File: src/rtl/xu_gpr_wrarb_if.sv
// Bundle between the XU result sources and the GPR write ports.
// master: result-source side (drives requests, sees ready and port outputs).
// slave:  arbiter side.
// Handshake: a requester transfer happens at the rising edge where
// req_val[k] and req_rdy[k] are both high. req_rdy depends only on
// registered state, so a requester may raise req_val at any time and must
// hold its payload steady until the edge that completes the transfer.
interface xu_gpr_wrarb_if #(
  parameter int N_REQ     = 6,
  parameter int N_WP      = 4,
  parameter int ADDR_W    = 7,
  parameter int GPR_WIDTH = 64,
  parameter int DATA_W    = GPR_WIDTH + GPR_WIDTH/8 + 2
);
  logic [N_REQ-1:0]           req_val;
  logic [N_REQ-1:0]           req_rdy;
  logic [N_REQ*ADDR_W-1:0]    req_addr;
  logic [N_REQ*GPR_WIDTH-1:0] req_data;
  logic [N_REQ*2-1:0]         req_tag;
  logic [N_WP-1:0]            w_e;
  logic [N_WP*ADDR_W-1:0]     w_a;
  logic [N_WP*DATA_W-1:0]     w_d;
  logic                       arb_idle;

  modport master (
    output req_val, req_addr, req_data, req_tag,
    input  req_rdy, w_e, w_a, w_d, arb_idle
  );

  modport slave (
    input  req_val, req_addr, req_data, req_tag,
    output req_rdy, w_e, w_a, w_d, arb_idle
  );
endinterface

File: src/rtl/xu_gpr_wrarb.sv
// GPR write-port arbiter: one 2-entry FIFO per result source, round-robin
// scheduling of up to N_WP heads per cycle onto the write ports, with
// same-address heads deferred so no two ports ever carry one address.
// Port word = {data, par[0:NB-1], tag}; par[0] covers the MSB data byte.
module xu_gpr_wrarb #(
  parameter int N_REQ     = 6,
  parameter int N_WP      = 4,
  parameter int ADDR_W    = 7,
  parameter int GPR_WIDTH = 64,
  parameter int DATA_W    = GPR_WIDTH + GPR_WIDTH/8 + 2
) (
  input  logic          nclk,
  input  logic          reset_b,
  xu_gpr_wrarb_if.slave bus
);

  localparam int NB   = GPR_WIDTH / 8;
  localparam int RR_W = (N_REQ > 1) ? $clog2(N_REQ) : 1;

  // Even parity per byte, byte 0 being the most-significant byte.
  function automatic logic [NB-1:0] byte_par(input logic [GPR_WIDTH-1:0] d);
    logic [NB-1:0] p;
    for (int i = 0; i < NB; i++) begin
      p[NB-1-i] = ^d[GPR_WIDTH-1-8*i -: 8];
    end
    return p;
  endfunction

  // FIFO storage and pointers
  logic [ADDR_W-1:0]    r_addr [N_REQ][2];
  logic [GPR_WIDTH-1:0] r_data [N_REQ][2];
  logic [1:0]           r_tag  [N_REQ][2];
  logic [N_REQ-1:0]     r_wptr;
  logic [N_REQ-1:0]     r_rptr;
  logic [1:0]           r_cnt  [N_REQ];
  logic [N_REQ-1:0]     r_rdy;
  logic [RR_W-1:0]      r_rr;

  // Port output registers
  logic [N_WP-1:0]        r_we;
  logic [N_WP*ADDR_W-1:0] r_wa;
  logic [N_WP*DATA_W-1:0] r_wd;
  logic                   r_idle;

  // Combinational scheduling signals
  logic [N_REQ-1:0]  w_push;
  logic [N_REQ-1:0]  w_pop;
  logic [ADDR_W-1:0] w_head_addr [N_REQ];
  logic [DATA_W-1:0] w_head_word [N_REQ];
  logic [RR_W-1:0]   w_idx       [N_REQ];
  logic [RR_W-1:0]   w_sel_req   [N_WP];
  logic [ADDR_W-1:0] w_sel_addr  [N_WP];
  logic [1:0]        w_cnt_nxt   [N_REQ];
  logic [RR_W-1:0]   w_rr_nxt;
  logic              w_idle_nxt;
  logic              w_conf;
  int                w_nsel;
  int                w_s;

  assign w_push       = bus.req_val & r_rdy;
  assign bus.req_rdy  = r_rdy;
  assign bus.w_e      = r_we;
  assign bus.w_a      = r_wa;
  assign bus.w_d      = r_wd;
  assign bus.arb_idle = r_idle;

  // Head entry of every FIFO, with parity attached, ready for a port.
  always_comb begin
    for (int k = 0; k < N_REQ; k++) begin
      w_head_addr[k] = r_addr[k][r_rptr[k]];
      w_head_word[k] = {r_data[k][r_rptr[k]], byte_par(r_data[k][r_rptr[k]]),
                        r_tag[k][r_rptr[k]]};
    end
  end

  // Requester visiting order this cycle: rr, rr+1, ... wrapping at N_REQ.
  always_comb begin
    w_s = 0;
    for (int i = 0; i < N_REQ; i++) begin
      w_s = int'(r_rr) + i;
      if (w_s >= N_REQ) w_s = w_s - N_REQ;
      w_idx[i] = RR_W'(w_s);
    end
  end

  // Greedy scan: take each non-empty head unless ports are full or its
  // address is already claimed this cycle; the skipped head simply waits.
  always_comb begin
    w_pop    = '0;
    w_nsel   = 0;
    w_rr_nxt = r_rr;
    w_conf   = 1'b0;
    for (int p = 0; p < N_WP; p++) begin
      w_sel_req[p]  = '0;
      w_sel_addr[p] = '0;
    end
    for (int i = 0; i < N_REQ; i++) begin
      w_conf = 1'b0;
      for (int p = 0; p < N_WP; p++) begin
        if ((p < w_nsel) && (w_sel_addr[p] == w_head_addr[w_idx[i]])) w_conf = 1'b1;
      end
      if ((r_cnt[w_idx[i]] != 2'd0) && (w_nsel < N_WP) && !w_conf) begin
        for (int p = 0; p < N_WP; p++) begin
          if (p == w_nsel) begin
            w_sel_req[p]  = w_idx[i];
            w_sel_addr[p] = w_head_addr[w_idx[i]];
          end
        end
        w_pop[w_idx[i]] = 1'b1;
        w_nsel          = w_nsel + 1;
        w_rr_nxt        = (w_idx[i] == RR_W'(N_REQ-1)) ? '0 : w_idx[i] + RR_W'(1);
      end
    end
  end

  // Next FIFO occupancy and the idle flag that follows from it.
  always_comb begin
    w_idle_nxt = (w_nsel == 0);
    for (int k = 0; k < N_REQ; k++) begin
      w_cnt_nxt[k] = r_cnt[k] + 2'(w_push[k]) - 2'(w_pop[k]);
      if (w_cnt_nxt[k] != 2'd0) w_idle_nxt = 1'b0;
    end
  end

  // FIFO push/pop, occupancy, ready and round-robin pointer.
  always_ff @(posedge nclk or negedge reset_b) begin
    if (!reset_b) begin
      for (int k = 0; k < N_REQ; k++) begin
        for (int e = 0; e < 2; e++) begin
          r_addr[k][e] <= '0;
          r_data[k][e] <= '0;
          r_tag[k][e]  <= '0;
        end
        r_cnt[k] <= 2'd0;
      end
      r_wptr <= '0;
      r_rptr <= '0;
      r_rdy  <= '0;
      r_rr   <= '0;
    end else begin
      for (int k = 0; k < N_REQ; k++) begin
        if (w_push[k]) begin
          r_addr[k][r_wptr[k]] <= bus.req_addr[k*ADDR_W +: ADDR_W];
          r_data[k][r_wptr[k]] <= bus.req_data[k*GPR_WIDTH +: GPR_WIDTH];
          r_tag[k][r_wptr[k]]  <= bus.req_tag[k*2 +: 2];
          r_wptr[k]            <= ~r_wptr[k];
        end
        if (w_pop[k]) r_rptr[k] <= ~r_rptr[k];
        r_cnt[k] <= w_cnt_nxt[k];
        r_rdy[k] <= (w_cnt_nxt[k] != 2'd2);
      end
      r_rr <= w_rr_nxt;
    end
  end

  // Load selected heads onto ports in selection order; idle ports hold a/d.
  always_ff @(posedge nclk or negedge reset_b) begin
    if (!reset_b) begin
      r_we   <= '0;
      r_wa   <= '0;
      r_wd   <= '0;
      r_idle <= 1'b1;
    end else begin
      for (int p = 0; p < N_WP; p++) begin
        r_we[p] <= (p < w_nsel);
        if (p < w_nsel) begin
          r_wa[p*ADDR_W +: ADDR_W] <= w_head_addr[w_sel_req[p]];
          r_wd[p*DATA_W +: DATA_W] <= w_head_word[w_sel_req[p]];
        end
      end
      r_idle <= w_idle_nxt;
    end
  end

endmodule
File: src/flat_wrapper.sv
// flat-port wrapper written by rule: the top's interface ports become plain ports
module xu_gpr_wrarb_flat 
#(
  parameter int N_REQ     = 6,
  parameter int N_WP      = 4,
  parameter int ADDR_W    = 7,
  parameter int GPR_WIDTH = 64,
  parameter int DATA_W    = GPR_WIDTH + GPR_WIDTH/8 + 2
)
  (nclk, reset_b, bus_req_val, bus_req_addr, bus_req_data, bus_req_tag, bus_req_rdy, bus_w_e, bus_w_a, bus_w_d, bus_arb_idle);
  xu_gpr_wrarb_if #(.N_REQ(N_REQ), .N_WP(N_WP), .ADDR_W(ADDR_W), .GPR_WIDTH(GPR_WIDTH), .DATA_W(DATA_W)) bus_i ();
  input  logic nclk;
  input  logic reset_b;
  input wire logic [$bits(bus_i.req_val)-1:0] bus_req_val;
  input wire logic [$bits(bus_i.req_addr)-1:0] bus_req_addr;
  input wire logic [$bits(bus_i.req_data)-1:0] bus_req_data;
  input wire logic [$bits(bus_i.req_tag)-1:0] bus_req_tag;
  output wire logic [$bits(bus_i.req_rdy)-1:0] bus_req_rdy;
  output wire logic [$bits(bus_i.w_e)-1:0] bus_w_e;
  output wire logic [$bits(bus_i.w_a)-1:0] bus_w_a;
  output wire logic [$bits(bus_i.w_d)-1:0] bus_w_d;
  output wire logic [$bits(bus_i.arb_idle)-1:0] bus_arb_idle;
  assign bus_i.req_val = bus_req_val;
  assign bus_i.req_addr = bus_req_addr;
  assign bus_i.req_data = bus_req_data;
  assign bus_i.req_tag = bus_req_tag;
  assign bus_req_rdy = bus_i.req_rdy;
  assign bus_w_e = bus_i.w_e;
  assign bus_w_a = bus_i.w_a;
  assign bus_w_d = bus_i.w_d;
  assign bus_arb_idle = bus_i.arb_idle;
  xu_gpr_wrarb #(.N_REQ(N_REQ), .N_WP(N_WP), .ADDR_W(ADDR_W), .GPR_WIDTH(GPR_WIDTH), .DATA_W(DATA_W)) u_core (.nclk(nclk), .reset_b(reset_b), .bus(bus_i));
endmodule
File: config.mk
export PLATFORM = sky130hd
export DESIGN_NAME = xu_gpr_wrarb_flat
export DESIGN_NICKNAME = d
export VERILOG_FILES = /design/src/rtl/xu_gpr_wrarb_if.sv /design/src/rtl/xu_gpr_wrarb.sv /design/src/flat_wrapper.sv
export SDC_FILE = /design/constraint.sdc
export NUM_CORES = 2
export LEC_CHECK = 0
export ABC_AREA = 0
export ABC_CLOCK_PERIOD_IN_PS = 29600
export CAP_MARGIN = 0
export CORE_MARGIN = 4
export CORE_UTILIZATION = 25
export CTS_CLUSTER_DIAMETER = 60
export CTS_CLUSTER_SIZE = 24
export DETAILED_ROUTE_END_ITERATION = 10
export GPL_TIMING_DRIVEN = 1
export PLACE_DENSITY = 0.51
export SYNTH_ARGS = -nofsm -noshare
export SYNTH_HDL_FRONTEND = slang
export SYNTH_SLANG_ARGS = --single-unit
export TNS_END_PERCENT = 5
File: constraint.sdc
create_clock -name nclk -period 29.6 [get_ports nclk]
set_input_delay 2.96 -clock nclk [delete_from_list [all_inputs] [get_ports nclk]]
set_output_delay 2.96 -clock nclk [all_outputs]
set_load 0.005 [all_outputs]
### Yosys cells after proc, flatten, opt, wreduce, memory -nomap -nowiden

Cells that the tools add are included.

| word-level totals | value |
|---|---|
| register bits | 1238 |
| bits of input ports | 446 |
| output and inout port bits | 335 |
| logic and storage cells | 657 |

| operators by class | value |
|---|---|
| $add $sub $neg | 34 |
| $lt $le $gt $ge | 75 |
| eq/ne operators | 44 |
| muxes and demuxes | 283 |
| bitwise logic cells | 40 |
| reductions and logical operators | 115 |

Operator list:

| cell | number |
|---|---|
| $mux W64 | 24 |
| $bmux W74 S3 | 4 |
| $bwmux W128 | 6 |
| $mux W74 | 8 |
| $mux W7 | 61 |
| $demux W64 S1 | 6 |
| $reduce_xor A8 Y1 | 48 |
| $lt A3 B32 Y1 const A | 10 |
| $eq A3 B32 Y1 const A | 8 |
| $bmux W7 S3 | 10 |
| $logic_not A32 Y1 | 6 |
| $lt A1 B32 Y1 const A | 5 |
| $lt A2 B32 Y1 const A | 5 |
| $mux W32 | 5 |
| $add A32 B2 Y32 const B | 4 |
| $eq A2 B32 Y1 const A | 4 |
| $lt A32 B4 Y1 const B | 4 |
| $eq A7 B7 Y1 | 17 |
| $mux W3 | 39 |
| $mux W28 | 4 |
| $bwmux W14 | 6 |
| $mux W2 | 36 |
| $mux W12 | 5 |
| $demux W7 S1 | 6 |
| 39 further kinds | 260 |

### Depth between registers and ports, before layout

| logic depth | value |
|---|---|
| depth after elaboration | 61 |
| depth in mapped cells | 62 |
| mapped depth without buffers | 53 |

### Least setup slack after synthesis

OpenSTA, ideal clock, no wires.

| path | value |
|---|---|
| path type | register to register |
| from | reg u_core.r_rr[0] |
| to | reg u_core.r_idle (netlist: u_core.bus.arb_idle) |
| setup time | 0.096 ns |
| arrival time | 13.024 ns |
| data required time | 29.504 ns |
| setup slack | 16.480 ns |
| stages on the path, launching flop included | 60 |
| buffers on the path | 9 |
| cell sequence | dfrtp_1 -> inv_2 -> buf_4 -> buf_4 -> buf_2 -> buf_1 -> buf_1 -> ha_1 -> clkbuf_1 -> a211o_1 -> mux2i_1 -> a221oi_1 -> o211a_1 -> nor4b_2 -> nand4_1 -> o21ai_1 -> inv_1 -> ha_1 -> [... 24 more ...] -> nor3_1 -> buf_2 -> a21oi_1 -> inv_1 -> ha_1 -> and3_1 -> or3b_2 -> or2_4 -> and3_4 -> buf_6 -> a311oi_1 -> mux2i_1 -> ha_1 -> inv_1 -> ha_1 -> nor4_1 -> nand4_1 -> nor4_1 |

RTL lines:

| item | RTL line | source |
|---|---|---|
| start: declaration | xu_gpr_wrarb.sv:37 | `logic [RR_W-1:0] r_rr;` |
| start signal: assignment | xu_gpr_wrarb.sv:152 | `r_rr <= w_rr_nxt;` |
| end signal: assignment | xu_gpr_wrarb.sv:171 | `r_idle <= w_idle_nxt;` |
| end: declaration | xu_gpr_wrarb.sv:43 | `logic r_idle;` |

### Final worst setup path

| path | value |
|---|---|
| from | reg u_core.r_rr[2] |
| to | reg u_core.r_wd[90] (netlist: u_core.bus.w_d[90]) |

| on the way | value |
|---|---|
| word-level cells in the longest chain between the ends | 57 |

Ends and longest elaborated chain:

| item | RTL line | source |
|---|---|---|
| parallel branches: the longest is 57 deep, another holds $add A3 B1 Y4 | - |  |
| end signal: indexed assignment | xu_gpr_wrarb.sv:168 | `r_wd[p*DATA_W +: DATA_W] <= w_head_word[w_sel_req[p]];` |
| end: declaration | xu_gpr_wrarb.sv:42 | `logic [N_WP*DATA_W-1:0] r_wd;` |

Parallel ways; which one is timed is not known. The select of a mux whose other input is x is not followed.
A chain may end at the register's enable or synchronous reset.

==> impl_metrics.toml <==
[run_status]
outcome = "finished clean"

[synth]
synth_edf_count = 0
yosysSeqAreaShare_pct = 39.72
yosys.area.top_type_share_pct = 39.68
synth.most_common_cell = "dfrtp_1"
syn_area_per_cell_um2 = 10.88
synth-seq-cells = 1238
synth_area_leaders = "dfrtp_1 (40%), mux2_2 (16%), mux2i_1 (13%), xnor2_1 (4.2%), nand2_1 (3.0%)"
postSynthCellCount = 7171
async_reset_ff_share_pct = 100.0
ys_warn_count = 0
ys_types = 119
synth-main-ff-cell = "dfrtp_1"
syn_area_um2 = 78000
yosysTopAreaCell = "dfrtp_1"
synth_nets = 7652
synthTopCellsByCount = "dfrtp_1 (1237), mux2_2 (1083), mux2i_1 (985)"

[worst_setup_path]
worstPathMaxFanout = 57
critPathArrivalTime_ps = 18410
path_class = "reg2reg"
critPathSlowestCell = "xor2_1"
cp-end-kind = "flip-flop"
slowest_delay_ps = 950
startpoint_type = "flip-flop"
cp.required_ps = 30210

[clocking]
cts_buffers = 141
insertion_delay_ps = 880
htreeDepth = 4
cts.sinks = 1238
cts.path.max_buffers = 4
cts_tree = "yes"
cts.repair.resized = 0
cts-root-buf = "clkbuf_16"
hold_buffers = 0
postCtsSetupBuffers = 0
clkSlewWorstSetupHoldPaths_ps = 60

[cells_and_area]
area_growth_pct = 22.08
drive_gt1_share_pct = 23.39
fin_area_um2 = 95230
finalNetCount = 8201

[routing]
dr.pass1.iters = 6
drt-total-wl_mm = 398.4
vias = 65421
ant_nets = 0
drtIter0Drc = 6121
drc_errors = 0
avgViaCountPerCell = 5.459
routedWlPerCell_um = 33.25

[global_routing]
grt_pass1_vias = 65191
track_usage_pct = 23.80
gr-total-overflow = 0
grt_max_degree = 154
antenna_found_initial = 86
grt_pass1_wl_mm = 544.0

[floorplanning]
num_rows = 204
core-area_um2 = 309900
die_h_um = 566.6
ios = 781
start_util_pct = 25.17
die_w_um = 566.6
die_area_um2 = 321000

[timing]
skew_ps = 121.5
fin_hold_ws_ps = 497.6
relSlewSlack_pct = 10.53
rsz0062_at_grt = "no"
min_period_ps = 17800
post-route-period-util_pct = 60.12
max_freq_mhz = 56.19
finalSetupTns_ps = 0
setup_viol = 0
tightest_slew_ps = 1328
hold_violations = 0
timing.final.ws_setup_ps = 11800
drv_slew = 0

[placed_design]
placement.io_buffers = 780
placed_area_um2 = 90200
dpl_worst_slack_ps = 11970
hpwl_mm = 293.9
place_congestion = 0.9168

[hold_path]
hold_path_class = "reg2reg"

[job]
drv_cap = 0
## cell usage in the layout, fill, tap and decap left out, types with 152 or more instances in the layout
master           count
a21oi_1            152
buf_4              198
clkdlybuf4s50_1    779
dfrtp_1           1230
mux2_2            1080
mux2i_1            972
nand2_1            607
nand3_1            191
nor2_1             282
o21ai_0            203
xnor2_1            369
## critical path: cells and delay by family, from the launching register on
kind                     cells  cell delay [ps]
AND/OR/NAND/NOR             12             5080
XOR/XNOR                     4             2200
adder cells (fa/ha/maj)      6             2080
AO/OA/AOI/OAI               17             4710
buffers and inverters        9             2650
flip-flops                   1              670
## state kept, by name (all words and copies together) (netlist names)
register	flops
u_core.bus.arb_idle	1
u_core.bus.req_rdy	6
u_core.bus.w_a	28
u_core.bus.w_d	296
u_core.bus.w_e	4
u_core.r_addr	84
u_core.r_cnt	12
u_core.r_data	768
u_core.r_rptr	6
u_core.r_rr	3
u_core.r_tag	24
u_core.r_wptr	6
## kinds of logic (layout without fill, tap and decap cells)
kind of cell	Yosys count	after routing	share of synthesized area, %
simple gates	1316	1316	7.533
fa+ha+maj	35	35	0.5614
compound gates	1356	1356	14.15
buf+inv	698	1358	4.223
xor+xnor	419	419	4.714
flops	1238	1238	39.72
other cells	0	32	0
mux	2109	2109	29.10
## worst paths after layout
check / start / to / slack [ps] / depth (start not counted)
worst max-delay path: u_core.r_rr[2] / u_core.bus.w_d[90] / 11800 / 48
worst min-delay path: u_core.bus.w_d[86] / u_core.bus.w_d[86] / 500 / 2
worst max register to register: u_core.r_rr[2] / u_core.bus.w_d[90] / 11800 / 48
worst min register to register: u_core.bus.w_d[86] / u_core.bus.w_d[86] / 500 / 2
max in group asynchronous: reset_b / u_core.r_rptr[2] / 23270 / 5
min in group asynchronous: reset_b / u_core.r_data[483] / 2020 / 1
## routing by layer
| layer | global-route usage (%) | share of wire, % | vias up |
|---|---|---|---|
| met3 | 5.731 | 8.1 | 720 |
| met1 | 29.53 | 40 | 33687 |
| met4 | 11.61 | 5.5 | 40 |
| met2 | 38.65 | 46 | 3304 |
| met5 | 0 | 0.069 | - |
| li1 | - | - | 27670 |
## area by class of cell
cell class / count / area [um2]
Timing Repair Buffer: 981 / 9371
Multi-Input combinational cell: 5235 / 44200
Tap cell: 4120 / 5155
Clock buffer: 163 / 3825
Clock inverter: 91 / 1125
Fill cell: 31762 / 214600
Sequential cell: 1238 / 31010
Antenna cell: 32 / 80.08
Inverter: 123 / 464.2
## metrics by stage
step | std cells | util (%)
after global placement | 11697 | 29.11
after CTS | 11951 | 30.71
after floorplan | 7171 | -
after detailed placement | 11697 | 29.11
after global routing | 11964 | 30.72
final | 11983 | 30.73
Power is left out: the tool's default activity adds up to more than one toggle a clock period on the data nets, which glitch-free logic cannot reach.
